## src/rtl/fpu_pkg.sv

```systemverilog
// Shared definitions for the FPU cluster: IEEE-754 single field layout,
// special-value encodings, fixed-point saturation limits and the state type.
package fpu_pkg;

   localparam int SIGN_BIT = 31;
   localparam int EXP_W    = 8;
   localparam int FRAC_W   = 23;
   localparam int EXP_BIAS = 127;

   localparam logic [EXP_W-1:0] EXP_ONES = 8'hFF;

   localparam logic [31:0] CANON_NAN   = 32'h7FC0_0000;
   localparam logic [31:0] FIX_POS_SAT = 32'h7FFF_FFFF;
   localparam logic [31:0] FIX_NEG_SAT = 32'h8000_0000;

   typedef enum logic [2:0] {
      ST_IDLE    = 3'd0,
      ST_SPECIAL = 3'd1,
      ST_CONVERT = 3'd2,
      ST_SIGN    = 3'd3,
      ST_DONE    = 3'd4
   } fpu_state_e;

   // Saturation value for an out-of-range operand of the given sign.
   function automatic logic [31:0] fix_sat(input logic sign);
      return sign ? FIX_NEG_SAT : FIX_POS_SAT;
   endfunction

endpackage

```

## src/rtl/float_to_fixed.sv

```systemverilog
// Iterative IEEE-754 single to signed 32-bit fixed-point converter.
//
// state      | meaning
// -----------+-----------------------------------------------------------
// ST_IDLE    | waiting for exec_strobe_i; operand captured on acceptance
// ST_SPECIAL | classify operand; resolve NaN/inf/zero/underflow/saturate
// ST_CONVERT | shift magnitude right one bit per cycle until count is 0
// ST_SIGN    | apply sign, register result, raise done
// ST_DONE    | done pulse visible this cycle; return to idle
//
// Result is trunc(value * 2^FRAC_BITS); bits shifted out are dropped, so
// rounding is toward zero for both signs.
module float_to_fixed
   import fpu_pkg::*;
#(
   parameter int FRAC_BITS = 0
) (
   input  logic        clk,
   input  logic        reset_ni,
   input  logic [31:0] a_value_i,
   input  logic        exec_strobe_i,
   output logic [31:0] z_value_o,
   output logic        done_strobe_o
);

   fpu_state_e  state_q, state_d;
   logic [31:0] operand_q, operand_d;
   logic [31:0] mag_q, mag_d;
   logic [4:0]  cnt_q, cnt_d;
   logic [31:0] z_q, z_d;
   logic        done_q, done_d;

   logic              op_sign;
   logic [EXP_W-1:0]  op_exp;
   logic [FRAC_W-1:0] op_frac;
   logic signed [9:0] exp_eff;

   assign op_sign = operand_q[SIGN_BIT];
   assign op_exp  = operand_q[FRAC_W +: EXP_W];
   assign op_frac = operand_q[FRAC_W-1:0];

   // Unbiased exponent plus fractional-bit offset; range fits easily in 10 bits.
   assign exp_eff = signed'({2'b00, op_exp})
                  - signed'(10'(EXP_BIAS))
                  + signed'(10'(FRAC_BITS));

   // State and datapath registers with synchronous active-low reset.
   always_ff @(posedge clk) begin
      if (!reset_ni) begin
         state_q   <= ST_IDLE;
         operand_q <= '0;
         mag_q     <= '0;
         cnt_q     <= '0;
         z_q       <= '0;
         done_q    <= 1'b0;
      end else begin
         state_q   <= state_d;
         operand_q <= operand_d;
         mag_q     <= mag_d;
         cnt_q     <= cnt_d;
         z_q       <= z_d;
         done_q    <= done_d;
      end
   end

   // Next-state and datapath update; every register holds unless written.
   always_comb begin
      state_d   = state_q;
      operand_d = operand_q;
      mag_d     = mag_q;
      cnt_d     = cnt_q;
      z_d       = z_q;
      done_d    = 1'b0;

      case (state_q)
         ST_IDLE: begin
            if (exec_strobe_i) begin
               operand_d = a_value_i;
               state_d   = ST_SPECIAL;
            end
         end

         ST_SPECIAL: begin
            done_d  = 1'b1;
            state_d = ST_DONE;
            if (op_exp == EXP_ONES) begin
               // NaN maps to the negative limit regardless of its sign bit.
               z_d = (op_frac != '0) ? FIX_NEG_SAT : fix_sat(op_sign);
            end else if (op_exp == '0) begin
               z_d = '0;
            end else if (exp_eff < 10'sd0) begin
               z_d = '0;
            end else if (exp_eff >= 10'sd31) begin
               // Exact -2^31 lands here and FIX_NEG_SAT is its true value.
               z_d = fix_sat(op_sign);
            end else begin
               done_d  = 1'b0;
               mag_d   = {1'b1, op_frac, 8'b0};
               cnt_d   = 5'd31 - exp_eff[4:0];
               state_d = ST_CONVERT;
            end
         end

         ST_CONVERT: begin
            if (cnt_q != '0) begin
               mag_d = mag_q >> 1;
               cnt_d = cnt_q - 5'd1;
            end else begin
               state_d = ST_SIGN;
            end
         end

         ST_SIGN: begin
            // Magnitude is at most 2^31-1 here, so negation cannot overflow.
            z_d     = op_sign ? (32'd0 - mag_q) : mag_q;
            done_d  = 1'b1;
            state_d = ST_DONE;
         end

         ST_DONE: begin
            state_d = ST_IDLE;
         end

         default: begin
            state_d = ST_IDLE;
         end
      endcase
   end

   assign z_value_o     = z_q;
   assign done_strobe_o = done_q;

endmodule

```

## config.mk

```make
export PLATFORM = sky130hd
export DESIGN_NAME = float_to_fixed
export DESIGN_NICKNAME = d
export VERILOG_FILES = /design/src/rtl/fpu_pkg.sv /design/src/rtl/float_to_fixed.sv
export SDC_FILE = /design/constraint.sdc
export NUM_CORES = 1
export LEC_CHECK = 0
export ABC_AREA = 1
export CORE_ASPECT_RATIO = 2
export CORE_MARGIN = 8
export CORE_UTILIZATION = 55
export CTS_BUF_LIST = sky130_fd_sc_hd__clkbuf_16
export CTS_CLUSTER_SIZE = 12
export DETAILED_ROUTE_END_ITERATION = 8
export HOLD_SLACK_MARGIN = 0.15
export PLACE_DENSITY = 0.9
export SYNTH_ARGS = -nofsm -noshare
export SYNTH_HDL_FRONTEND = slang
export SYNTH_SLANG_ARGS = --single-unit
```

## constraint.sdc

```tcl
create_clock -name clk -period 3.7 [get_ports clk]
set_clock_uncertainty 0.2 [all_clocks]
set_input_delay 0.555 -clock clk [delete_from_list [all_inputs] [get_ports clk]]
set_output_delay 0.555 -clock clk [all_outputs]
set_load 0.02 [all_outputs]
```

==> flow_summary.ini <==
[run_status]
status = finished clean

[finish]
final_cells = 1081
drive_above_1_share_pct = 4.23
area_growth_pct = 17.8
n_fill_cell = 958
n_antenna_cell = 0
fin_nets = 982
design_area_um2 = 6590

[timing]
worstMarginPinSlew_ns = 0.829
rsz0062_at_grt = false
final_max_slew_viol_count = 0
slew_headroom_pct = 44.7
fmax_mhz = 405
fin_crit_ns = 2.47
setup_viol = 0
fin_crit_sh_pct = 66.8
finalHoldViolCount = 0
finalSetupTns_ns = 0
layout_setup_ws_ns = 1.23

[logic_synthesis]
ys_seq_area_share_pct = 37.6
ys_warn_count = 0
synth-seq-cells = 105
synth.cells.most_frequent = 188 x nand2_1, 150 x nor2_1, 113 x inv_1, 105 x dfxtp_1, 85 x o21ai_0
syn-instance-count = 895
syn-num-nets = 936
async_reset_ff_share_pct = 0
synth.avg_cell_area_um2 = 6.25
synth_flop_cell = dfxtp_1
synth.area.top_cells = dfxtp_1 38%, nand2_1 13%, nor2_1 10%
yosysTopAreaCellShare_pct = 37.6
yosysTopAreaCell = dfxtp_1
synth.distinct_cells = 32
synthesis.area_um2 = 5600
synth_edf_count = 0
yosysMostFrequentCell = nand2_1

[global_route]
grt_use_met2_pct = 39.3
met1_usage_pct = 20.9
top_usage_layer = met2
track_usage_pct = 21.2
antenna_found_initial = 0
grt_pass1_wl_mm = 23.5
grt.met3_usage_pct = 3.00
grt_start_max_net_pins = 65
grt_pass1_vias = 5268
grt_overflow = 0

[worst_setup_path]
endpoint_kind = flop
crit_type = reg2reg
r2r_start = operand_q[23]
crit_start = operand_q[23]
cp-start-kind = flop
worstPathMaxFanout = 26
cp.arrival_ns = 2.48
cp_data_required_time_ns = 3.71

[clock_tree]
cts_tree = yes
root_buffer = clkbuf_16
htreeDepth = 3
path_clk_slew_ns = 0.07
cts_resized = 0
cts_max_path_buffers = 2
clock-sinks = 105
cts_setup_buffers = 0
clock_latency_ns = 0.35
cts_buffers = 9
hold_buffers = 0

[routing]
avgViaCountPerCell = 5.28
drt_iter0_markers = 446
vias = 5708
wl_per_cell_um = 13.4
drc = 0
dr.pass1.iters = 6
ant_nets = 0
routed_wirelength_mm = 14.5

[floorplan]
fp.dieW_um = 87.3
row_count = 52
initial_utilization_pct = 55.8
dieArea_um2 = 13900
die-height_um = 159
core_um2 = 10000
io_pins = 68

[hold_path]
hp-class = reg2reg
hp-start = operand_q[17]

[flow_run]
cap_violations = 0

[placement]
pre_cts_ws_ns = 1.27
post_dp_cell_area_um2 = 6310
placed_cells = 1065
place.gp.congestion = 0.929
hpwl_mm = 10.3
io_buffers = 67

[power_and_ir_drop]
power_frac_seq_pct = 47.3
comb_power_share_pct = 17.2
p_leak_nw = 3.02
power.switching_mw = 0.716
power.internal_mw = 1.89
total_power_mw = 2.61
p_clk_share_pct = 35.4
p_sw_share_pct = 27.5
peakVddDrop_v = 0.000251
power_per_cell_area_nw_per_um2 = 396
-- layout make-up --
cell class                      instances  area (um^2)  share of cell area [%]
Clock buffer                            9          225                    3.42
Timing Repair Buffer                   77          741                    11.2
Clock inverter                          7         55.1                   0.835
Multi-Input combinational cell        632         2860                    43.4
Inverter                              116          435                    6.61
Tap cell                              135          169                    2.56
Sequential cell                       105         2100                    31.9
-- per-stage QoR --
stage | hold WS (ns) | utilization [%]
6_report | 0.267 | 65.8
5_1_grt | 0.289 | 65.8
4_1_cts | 0.271 | 65.8
3_5_place_dp | 0.261 | 63.0
3_3_place_gp | 0.253 | 63.0
2_1_floorplan | 0.239 | -
-- state kept, by name (all words and copies together) (netlist names) --
| register | cells |
|---|---|
| state_q | 3 |
| mag_q | 32 |
| z_value_o | 32 |
| done_strobe_o | 1 |
| operand_q | 32 |
| cnt_q | 5 |
-- final timing paths --
kind              cells past startpoint       endpoint  slack (ns)
setup reg to reg                     11  z_value_o[15]        1.23
setup / recovery                     11  z_value_o[15]        1.23
hold / removal                        2  operand_q[17]        0.27
hold reg to reg                       2  operand_q[17]        0.27
-- routing by layer --
layer	wire length (um)	share of wire [%]	vias up
li1	-	-	2933
met1	5450	38	2525
met2	7630	53	200
met3	700	4.8	50
met4	694	4.8	0
met5	0	0	-
-- critical path, cell delays in order, from the launching register on --
cell and delay [ns]:
dfxtp_1 0.38, inv_1 0.12, ha_1 0.29, inv_1 0.05
o21bai_1 0.14, nand3_1 0.10, nor2_1 0.16, nor2_1 0.08
nand3_2 0.10, nand2_2 0.08, nor2_4 0.47, a21oi_1 0.15
-- placed cells by master (no fill, tap or decap), types with 2 or more instances in the layout --
master and count:
clkbuf_16 9, a21oi_1 75, nand4_1 7, dfxtp_1 105
nand3_2 4, clkdlybuf4s50_1 66, nand2_2 4, buf_4 10
inv_2 2, nor3_1 8, o21ai_0 85, ha_1 6
clkinv_1 2, inv_1 116, nor2_1 149, nand3_1 60
a21oi_2 2, nor2_2 3, nand2_1 188, clkinv_2 2
o21ai_1 31
-- power by group through the flow --
stage	combinational (mW)	clock (mW)	sequential, mW
3_3_place_gp	0.436	0	1.26
5_1_grt	0.496	0.970	1.24
3_5_place_dp	0.445	0	1.26
4_1_cts	0.449	0.923	1.24
2_1_floorplan	0.253	0	1.29
6_report	0.449	0.924	1.24
-- cells by family after synthesis --
group                      Yosys count  share of synthesized area [%]
AOI/OAI and AO/OA                  198                           18.1
DFF                                105                           37.6
and+or+nand+nor                    426                           31.3
buffers and inverters              158                           11.4
xor gates and xnor gates             2                          0.313
adders and majority gates            6                           1.34
(Power assumes the default switching activity.)
